--- config.mk ---
export PLATFORM = sky130hd
export DESIGN_NAME = dmem_lsu
export DESIGN_NICKNAME = d
export VERILOG_FILES = /design/src/rtl/lsu_pkg.sv /design/src/rtl/lsu_align.sv /design/src/rtl/dmem_lsu.sv
export SDC_FILE = /design/constraint.sdc
export NUM_CORES = 1
export LEC_CHECK = 0
export ABC_CLOCK_PERIOD_IN_PS = 2600
export BUFFER_PORTS_ARGS = -buffer_cell sky130_fd_sc_hd__buf_4
export CAP_MARGIN = 20
export CORE_MARGIN = 2
export CORE_UTILIZATION = 49
export CTS_CLUSTER_DIAMETER = 50
export CTS_CLUSTER_SIZE = 24
export DETAILED_ROUTE_END_ITERATION = 10
export PLACE_DENSITY = 0.8
export SLEW_MARGIN = 5
export SYNTH_ARGS = -nofsm -noshare
export SYNTH_HDL_FRONTEND = slang
export SYNTH_SLANG_ARGS = --single-unit
export TNS_END_PERCENT = 10
--- constraint.sdc ---
create_clock -name clk -period 2.6 [get_ports clk]
set_input_delay 0.13 -clock clk [delete_from_list [all_inputs] [get_ports clk]]
set_output_delay 0.13 -clock clk [all_outputs]
set_load 0.05 [all_outputs]
--- src/rtl/lsu_pkg.sv ---
// Shared types and helpers for the dmem_lsu load/store unit: FSM states,
// RV32I load/store size codes and the load-data extraction/extension function.
package lsu_pkg;

   typedef enum logic [1:0] {
      IDLE,
      REQ,
      WAIT,
      DONE
   } lsu_state_e;

   localparam logic [2:0] F3_LB  = 3'b000;
   localparam logic [2:0] F3_LH  = 3'b001;
   localparam logic [2:0] F3_LW  = 3'b010;
   localparam logic [2:0] F3_LBU = 3'b100;
   localparam logic [2:0] F3_LHU = 3'b101;

   function automatic logic f3_legal(input logic [2:0] funct3);
      return (funct3 == F3_LB)  || (funct3 == F3_LH) || (funct3 == F3_LW) ||
             (funct3 == F3_LBU) || (funct3 == F3_LHU);
   endfunction

   // Shift the addressed byte/half down to bit 0, then sign- or zero-extend.
   function automatic logic [31:0] load_extend(input logic [31:0] word,
                                               input logic [1:0]  off,
                                               input logic [2:0]  funct3);
      logic [31:0] w_lane;
      w_lane = word >> {off, 3'b000};
      case (funct3)
         F3_LB:   load_extend = {{24{w_lane[7]}}, w_lane[7:0]};
         F3_LH:   load_extend = {{16{w_lane[15]}}, w_lane[15:0]};
         F3_LBU:  load_extend = {24'h0, w_lane[7:0]};
         F3_LHU:  load_extend = {16'h0, w_lane[15:0]};
         default: load_extend = word;
      endcase
   endfunction

endpackage

--- src/rtl/lsu_align.sv ---
// Byte-lane steering for dmem_lsu: byte enables, replicated store data, load offset.
// Define LSU_MISALIGN_TRAP_EN to flag misaligned half/word accesses instead of aligning them down.
module lsu_align
   import lsu_pkg::*;
(
   input  logic [2:0]  i_funct3,
   input  logic [1:0]  i_addr_lo,
   input  logic [31:0] i_wdata,
   output logic [3:0]  o_be,
   output logic [31:0] o_wdata,
   output logic [1:0]  o_off,
   output logic        o_misalign
);

   always_comb begin
      // NOTE: every output gets a default first, so no branch can infer a latch.
      o_be       = 4'hF;
      o_wdata    = i_wdata;
      o_off      = 2'b00;
      o_misalign = 1'b0;
      case (i_funct3)
         F3_LB, F3_LBU: begin
            o_be    = 4'b0001 << i_addr_lo;
            o_wdata = {4{i_wdata[7:0]}};
            o_off   = i_addr_lo;
         end
         F3_LH, F3_LHU: begin
            o_be    = 4'b0011 << {i_addr_lo[1], 1'b0};
            o_wdata = {2{i_wdata[15:0]}};
            o_off   = {i_addr_lo[1], 1'b0};
`ifdef LSU_MISALIGN_TRAP_EN
            o_misalign = i_addr_lo[0];
`endif
         end
         F3_LW: begin
`ifdef LSU_MISALIGN_TRAP_EN
            o_misalign = |i_addr_lo;
`endif
         end
         default: ;
      endcase
   end

endmodule

--- src/rtl/dmem_lsu.sv ---
// Load/store unit between a single-cycle core and a req/gnt/rvalid data memory.
// Misaligned accesses trap when LSU_MISALIGN_TRAP_EN is defined (see lsu_align).
module dmem_lsu
   import lsu_pkg::*;
#(
   parameter int unsigned TIMEOUT_CYCLES = 64,
   parameter int unsigned CNT_W          = 8
) (
   input  logic        clk,
   input  logic        reset_n,
   input  logic        req_valid,
   input  logic        req_we,
   input  logic [2:0]  req_funct3,
   input  logic [31:0] req_addr,
   input  logic [31:0] req_wdata,
   output logic        stall,
   output logic        rsp_valid,
   output logic [31:0] rsp_rdata,
   output logic        rsp_err,
   output logic        mem_req,
   output logic        mem_we,
   output logic [31:0] mem_addr,
   output logic [3:0]  mem_be,
   output logic [31:0] mem_wdata,
   input  logic        mem_gnt,
   input  logic        mem_rvalid,
   input  logic [31:0] mem_rdata
);

   lsu_state_e       r_state;
   logic [CNT_W-1:0] r_cnt;
   logic [2:0]       r_funct3;
   logic [1:0]       r_off;
   logic             r_mem_req;
   logic             r_mem_we;
   logic [31:0]      r_mem_addr;
   logic [3:0]       r_mem_be;
   logic [31:0]      r_mem_wdata;
   logic             r_rsp_valid;
   logic             r_rsp_err;
   logic [31:0]      r_rsp_rdata;

   logic [3:0]       w_be;
   logic [31:0]      w_wdata;
   logic [1:0]       w_off;
   logic             w_misalign;
   logic             w_reject;
   logic [CNT_W-1:0] w_cnt_nxt;
   logic             w_timeout;

   lsu_align u_align (
      .i_funct3   (req_funct3),
      .i_addr_lo  (req_addr[1:0]),
      .i_wdata    (req_wdata),
      .o_be       (w_be),
      .o_wdata    (w_wdata),
      .o_off      (w_off),
      .o_misalign (w_misalign)
   );

   assign w_reject  = ~f3_legal(req_funct3) | w_misalign;
   assign w_cnt_nxt = r_cnt + 1'b1;
   // The cycle that reaches the limit aborts, even if gnt/rvalid shows up in it.
   assign w_timeout = (TIMEOUT_CYCLES != 0) && (w_cnt_nxt == CNT_W'(TIMEOUT_CYCLES));

   always_ff @(posedge clk or negedge reset_n) begin
      if (!reset_n) begin
         r_state     <= IDLE;
         r_cnt       <= '0;
         r_funct3    <= '0;
         r_off       <= '0;
         r_mem_req   <= 1'b0;
         r_mem_we    <= 1'b0;
         r_mem_addr  <= '0;
         r_mem_be    <= '0;
         r_mem_wdata <= '0;
         r_rsp_valid <= 1'b0;
         r_rsp_err   <= 1'b0;
         r_rsp_rdata <= '0;
      end else begin
         // NOTE: non-blocking assignments so every register sees pre-edge values.
         r_rsp_valid <= 1'b0;
         r_rsp_err   <= 1'b0;
         r_rsp_rdata <= '0;
         case (r_state)
            IDLE: begin
               if (req_valid) begin
                  r_funct3    <= req_funct3;
                  r_off       <= w_off;
                  r_mem_we    <= req_we;
                  r_mem_addr  <= {req_addr[31:2], 2'b00};
                  r_mem_be    <= w_be;
                  r_mem_wdata <= w_wdata;
                  r_cnt       <= '0;
                  if (w_reject) begin
                     r_state     <= DONE;
                     r_rsp_valid <= 1'b1;
                     r_rsp_err   <= 1'b1;
                  end else begin
                     r_state   <= REQ;
                     r_mem_req <= 1'b1;
                  end
               end
            end
            REQ: begin
               r_cnt <= w_cnt_nxt;
               if (w_timeout) begin
                  r_state     <= DONE;
                  r_mem_req   <= 1'b0;
                  r_rsp_valid <= 1'b1;
                  r_rsp_err   <= 1'b1;
               end else if (mem_gnt) begin
                  r_mem_req <= 1'b0;
                  if (r_mem_we) begin
                     r_state     <= DONE;
                     r_rsp_valid <= 1'b1;
                  end else begin
                     r_state <= WAIT;
                  end
               end
            end
            WAIT: begin
               r_cnt <= w_cnt_nxt;
               if (w_timeout) begin
                  r_state     <= DONE;
                  r_rsp_valid <= 1'b1;
                  r_rsp_err   <= 1'b1;
               end else if (mem_rvalid) begin
                  r_state     <= DONE;
                  r_rsp_valid <= 1'b1;
                  r_rsp_rdata <= load_extend(mem_rdata, r_off, r_funct3);
               end
            end
            DONE: r_state <= IDLE;
            default: r_state <= IDLE;
         endcase
      end
   end

   assign stall     = req_valid & ~r_rsp_valid;
   assign rsp_valid = r_rsp_valid;
   assign rsp_err   = r_rsp_err;
   assign rsp_rdata = r_rsp_rdata;
   assign mem_req   = r_mem_req;
   assign mem_we    = r_mem_we;
   assign mem_addr  = r_mem_addr;
   assign mem_be    = r_mem_be;
   assign mem_wdata = r_mem_wdata;

endmodule

# Word-level counts from Yosys, hierarchy flattened
# Cells that the tools add are included.
# Widths: inputs -> output; s select.
[classes]
n_addsub = 1
multipliers = 0
div_mod_pow = 0
n_lt_le_gt_ge = 0
n_eq_ne = 15
shift = 3
muxes = 32
bitwise_logic = 2
reduce_logical = 16
[op_table]
columns = ["operator", "n"]
rows = [
  ["$pmux 32 s4", 1],
  ["$mux 32", 3],
  ["$pmux 32 s2", 1],
  ["$shr 32x5->16", 1],
  ["$pmux 8 s2", 1],
  ["$mux 1", 13],
  ["$eq 3x3->1 const B", 4],
  ["$mux 2", 6],
  ["$add 8x1->8 const B", 1],
  ["$eq 8x7->1 const B", 1],
  ["$mux 8", 1],
  ["$pmux 2 s4", 1],
  ["$pmux 4 s2", 1],
  ["$eq 3x1->1 const B", 2],
  ["$logic_not 3->1", 2],
  ["$ne 3x3->1 const B", 2],
  ["$reduce_or 2->1", 3],
  ["$eq 2x2->1 const B", 2],
  ["$logic_or 1x1->1", 4],
  ["$ne 2x2->1 const B", 2],
  ["$pmux 1 s2", 2],
  ["$pmux 2 s2", 1],
  ["$reduce_and 2->1", 2],
  ["$reduce_and 4->1", 1],
  ["other kinds (10)", 11],
]
[totals]
register_bits = 117
latch_bits = 0
mem_bits_rw = 0
romBits = 0
inputBits = 105
mem_count = 0

# Longest topological paths before layout
[logic_depth]
ltp_word = 8
depth_mapped = 7

# Cells and area by module
# Synthesis repeated with hierarchy kept, for this count alone.
[unflattened]
cells_unflattened = 481
hier_area_um2 = 5650.4
[modules_own_cells]
columns = ["module", "instances", "cells_per_inst", "area_per_inst_um2"]
rows = [
  ["dmem_lsu", 1, 417, 5144.9],
  ["lsu_align", 1, 64, 505.5],
]

# Worst setup path before layout
# OpenSTA, ideal clock, no wires.
[synth_timing]
path_kind = "register to register"
from = "register r_state[0]"
to = "register r_mem_addr[10], in the netlist mem_addr[10]"
setup_ns = 0.125
arrival_ns = 1.735
required_ns = 2.475
setup_slack_ns = 0.740
path_stages_with_launch = 7
path_buffers = 2
synth_period_minus_slack_ns = 1.860
path_cell_list = "dfrtp_1 -> inv_1 -> ha_1 -> and2_1 -> buf_2 -> buf_1 -> mux2_2"
[synth_via]
elab_chain_cells = 2
[synth_rtl]
columns = ["element", "line_no", "text"]
rows = [
  ["start: declaration", "dmem_lsu.sv:30", "lsu_state_e r_state;"],
  ["start signal: assignment", "dmem_lsu.sv:68", "r_state <= IDLE;"],
  ["start signal: assignment", "dmem_lsu.sv:96", "r_state <= DONE;"],
  ["start signal: assignment", "dmem_lsu.sv:100", "r_state <= REQ;"],
  ["$logic_not 2->1", "dmem_lsu.sv:85", "case (r_state)"],
  ["$reduce_and 2->1 (no line)", "-", ""],
  ["end signal: assignment", "dmem_lsu.sv:91", "r_mem_addr <= {req_addr[31:2], 2'b00};"],
  ["end: declaration", "dmem_lsu.sv:36", "logic [31:0] r_mem_addr;"],
]
# Every way passes these cells.
# A chain may end at the register's enable or synchronous reset.

# Worst setup path after layout
[layout_timing]
from = "register r_state[0]"
to = "register r_mem_req, in the netlist mem_req"
[layout_via]
elab_chain_cells = 3
word_cells_on_any_way = 8
[layout_rtl]
columns = ["element", "line_no", "text"]
rows = [
  ["$eq 2x1->1 or $logic_not 2->1 (tied branches)", "dmem_lsu.sv:85", ""],
  ["$ne 3x3->1 (no line), or another cell as far along", "-", ""],
  ["$reduce_and 4->1 (no line)", "-", ""],
  ["end signal: assignment", "dmem_lsu.sv:101", "r_mem_req <= 1'b1;"],
  ["end signal: assignment", "dmem_lsu.sv:109", "r_mem_req <= 1'b0;"],
  ["end signal: assignment", "dmem_lsu.sv:113", "r_mem_req <= 1'b0;"],
  ["end: declaration", "dmem_lsu.sv:34", "logic r_mem_req;"],
]
# Parallel ways exist; a longest one is shown, timed or not.

==> impl_metrics.csv <==
group,metric,value,unit
synth,synth_edf_count,0,
synth,yosysTopAreaCellShare,53.4,%
placement,gp_congestion,0.860,
power_and_ir_drop,leakagePower,0.00424,uW
floorplan,die_w,110,um
critical_path,endpoint_kind,"register",
synth,yosys-top-cells-count,"117 x dfrtp_1, 50 x nand2_1, 47 x o21ai_0",
placement,dpl.hpwl,10.4,mm
global_route,antenna_found_initial,0,
synth,yosysWarnings,0,
floorplan,core_area,10900,sq um
drt,routedWlPerCell,17.6,um
timing,drv_slew,0,
synth,syn-cell-area,5480,sq um
synth,postSynthAreaPerCell,10.7,sq um
drt,vias,5217,
outcome,status,"finished clean",
timing,rsz0062_at_grt,"false",
placement,portBuffers,207,
synth,ys_seq_area_share,53.4,%
flow_run,cap_violations,0,
clocking,cts_buffers,17,
synth,syn-instance-count,512,
finish,syn_to_final_growth,61.4,%
critical_path,reg2reg_depth,7,
clocking,cts_tree,"built",
critical_path,crit_path_start_kind,"register",
drt,viasPerCell,5.37,
power_and_ir_drop,peakVddDrop,1.11,mV
timing,setup_viol,0,
synth,yosys.area.top_type,"dfrtp_1",
synth,yosys-top-cells-area,"dfrtp_1 53%, mux2_2 8.4%, mux2i_1 6.4%",
critical_path,critPathArrivalTime,2.88,ns
synth,async_flop_share,100,%
timing,slew_headroom,55.1,%
clocking,cts_buffer_depth,2,
synth,ys.flop_type,"dfrtp_1",
global_route,grt_pass1_vias,5483,
timing,tightest_slew,0.673,ns
floorplan,chipHeight,110,um
global_route,grt_first_pass_wirelength,26.7,mm
synth,synth_cell_types,46,
finish,layout-drive-gt1-share,36.2,%
critical_path,crit_fanout,34,
finish,seqCellArea,2930,sq um
finish,final_util,81.2,%
timing,fin_tns_setup,0,ns
critical_path,cp.required,3.05,ns
clocking,post-cts-setup-buffers,0,
drt,antenna_left,0,
finish,design_area,8840,sq um
synth,synth_most_common_cell,"dfrtp_1",
clocking,clkTransAtPathRegs,0.06,ns
timing,hold_viol,0,
floorplan,start_util,50.3,%
timing,fin_crit_sh,93.5,%
floorplan,io_pins,210,
power_and_ir_drop,power_density,1290,nW/um^2
finish,fin_nets,929,
worst_hold_path,hp-class,"in2async",
clocking,root_buffer,"clkbuf_8",
timing,finalCriticalPeriod,2.43,ns
global_route,grtUsageTotal,28.9,%
global_route,grt_max_degree,64,
drt,drt-pass1-iter-count,6,
finish,multi_input_area,2360,sq um
timing,fmaxAchievable,0.412,GHz
clocking,cts_sinks,117,
critical_path,critical_path_class,"reg2reg",
clocking,clk_latency,0.51,ns
floorplan,die_area,12000,sq um
finish,filler_cell_count,604,
synth,yosys_register_bits,117,
timing,fin_skew,0.00919,ns
global_route,gr-total-overflow,0,
clocking,htreeDepth,4,
floorplan,num_rows,38,
placement,place_area,7170,sq um
finish,n_antenna_cell,0,
drt,drc,0,
drt,drt_iter0_drc,377,
drt,finalWirelength,17.1,mm
-- power breakdown --
| group | internal, uW | total (uW) | leakage, uW | switching [uW] |
|---|---|---|---|---|
| clock network | 1760 | 2580 | 0.000317 | 826 |
| logic | 1960 | 5790 | 0.00244 | 3830 |
| registers | 2540 | 3040 | 0.00148 | 500 |
| total | 6260 | 11400 | 0.00424 | 5160 |
-- state kept, by name, indices dropped and copies added, names as in the netlist --
signal and flops:
r_funct3 3, mem_we 1, r_state 2, r_off 2
mem_be 4, rsp_valid 1, mem_addr 30, rsp_err 1
mem_wdata 32, mem_req 1, rsp_rdata 32, r_cnt 8
-- stage by stage --
stage          hold slack, ns  instances  power, uW  worst slack [ns]
6_report               0.0239        972      11400             0.170
5_1_grt                0.0360        972      11900            0.0340
4_1_cts                0.0156        972      11400             0.195
3_5_place_dp           0.0107        839       8620             0.561
3_3_place_gp           0.0126        839       8480             0.642
2_1_floorplan          -0.166        513       6880             0.740
-- repair_timing --
action                                 in CTS  in global routing
endpoints found under the hold margin     219                  0
hold buffers                              101                  0
resized for setup                           0                  0
-- final cells by class --
cell class / instances / area share, %
tap: 140 / 1.98
timing repair buffer: 318 / 30.1
clock inverter: 11 / 2.21
sequential: 117 / 33.1
inverter: 14 / 0.594
multi-input combinational: 351 / 26.7
clock buffer: 21 / 5.30
-- final timing paths --
kind	end	slack, ns	startpoint
max	mem_req$_DFFE_PN0P_	0.17	r_state[0]$_DFFE_PN0P_
min	mem_addr[16]$_DFFE_PN0P_	0.02	reset_n
max reg2reg	mem_req$_DFFE_PN0P_	0.17	r_state[0]$_DFFE_PN0P_
min reg2reg	mem_wdata[23]$_DFFE_PN0P_	0.49	mem_wdata[23]$_DFFE_PN0P_
max in group asynchronous	mem_addr[4]$_DFFE_PN0P_	1.81	reset_n
min in group clk	mem_be[0]$_DFFE_PN0P_	0.05	req_valid
-- critical path, cell delays in order, from the launching register on --
cell	delay, ns
dfrtp_1	0.43
inv_1	0.14
ha_1	0.31
and2_1	0.23
buf_4	0.41
a31oi_1	0.15
a31oi_1	0.14
dlygate4sd3_1	0.56
-- logic make-up after synthesis --
kind of cell | count (synthesis) | share of synthesized area, %
compound gates | 101 | 11.5
fa+ha+maj | 5 | 1.14
buf+inv | 45 | 3.63
flops | 117 | 53.4
mux | 78 | 15.5
other cells | 1 | 0.0684
simple gates | 165 | 14.7
-- routing by layer --
metal | global-route usage (%) | up-vias | share of wire [%]
met3 | 8.24 | 44 | 7.2
met2 | 52.1 | 240 | 52
met4 | 9.40 | 0 | 2.3
met5 | 0 | - | 0
li1 | - | 2404 | -
met1 | 33.0 | 2529 | 38
-- cells in the final DEF, fill, tap and decap left out, types with 11 or more instances in the layout --
cell / count
buf_4: 215
dlygate4sd3_1: 101
dfrtp_1: 117
o21ai_0: 47
nor2b_1: 25
nand2b_1: 11
nor3_1: 24
inv_1: 14
clkbuf_16: 16
a21oi_1: 23
mux2i_1: 35
mux2_2: 41
nor2_1: 29
nand2_1: 49
No activity file was read; power rests on OpenSTA's default activity.
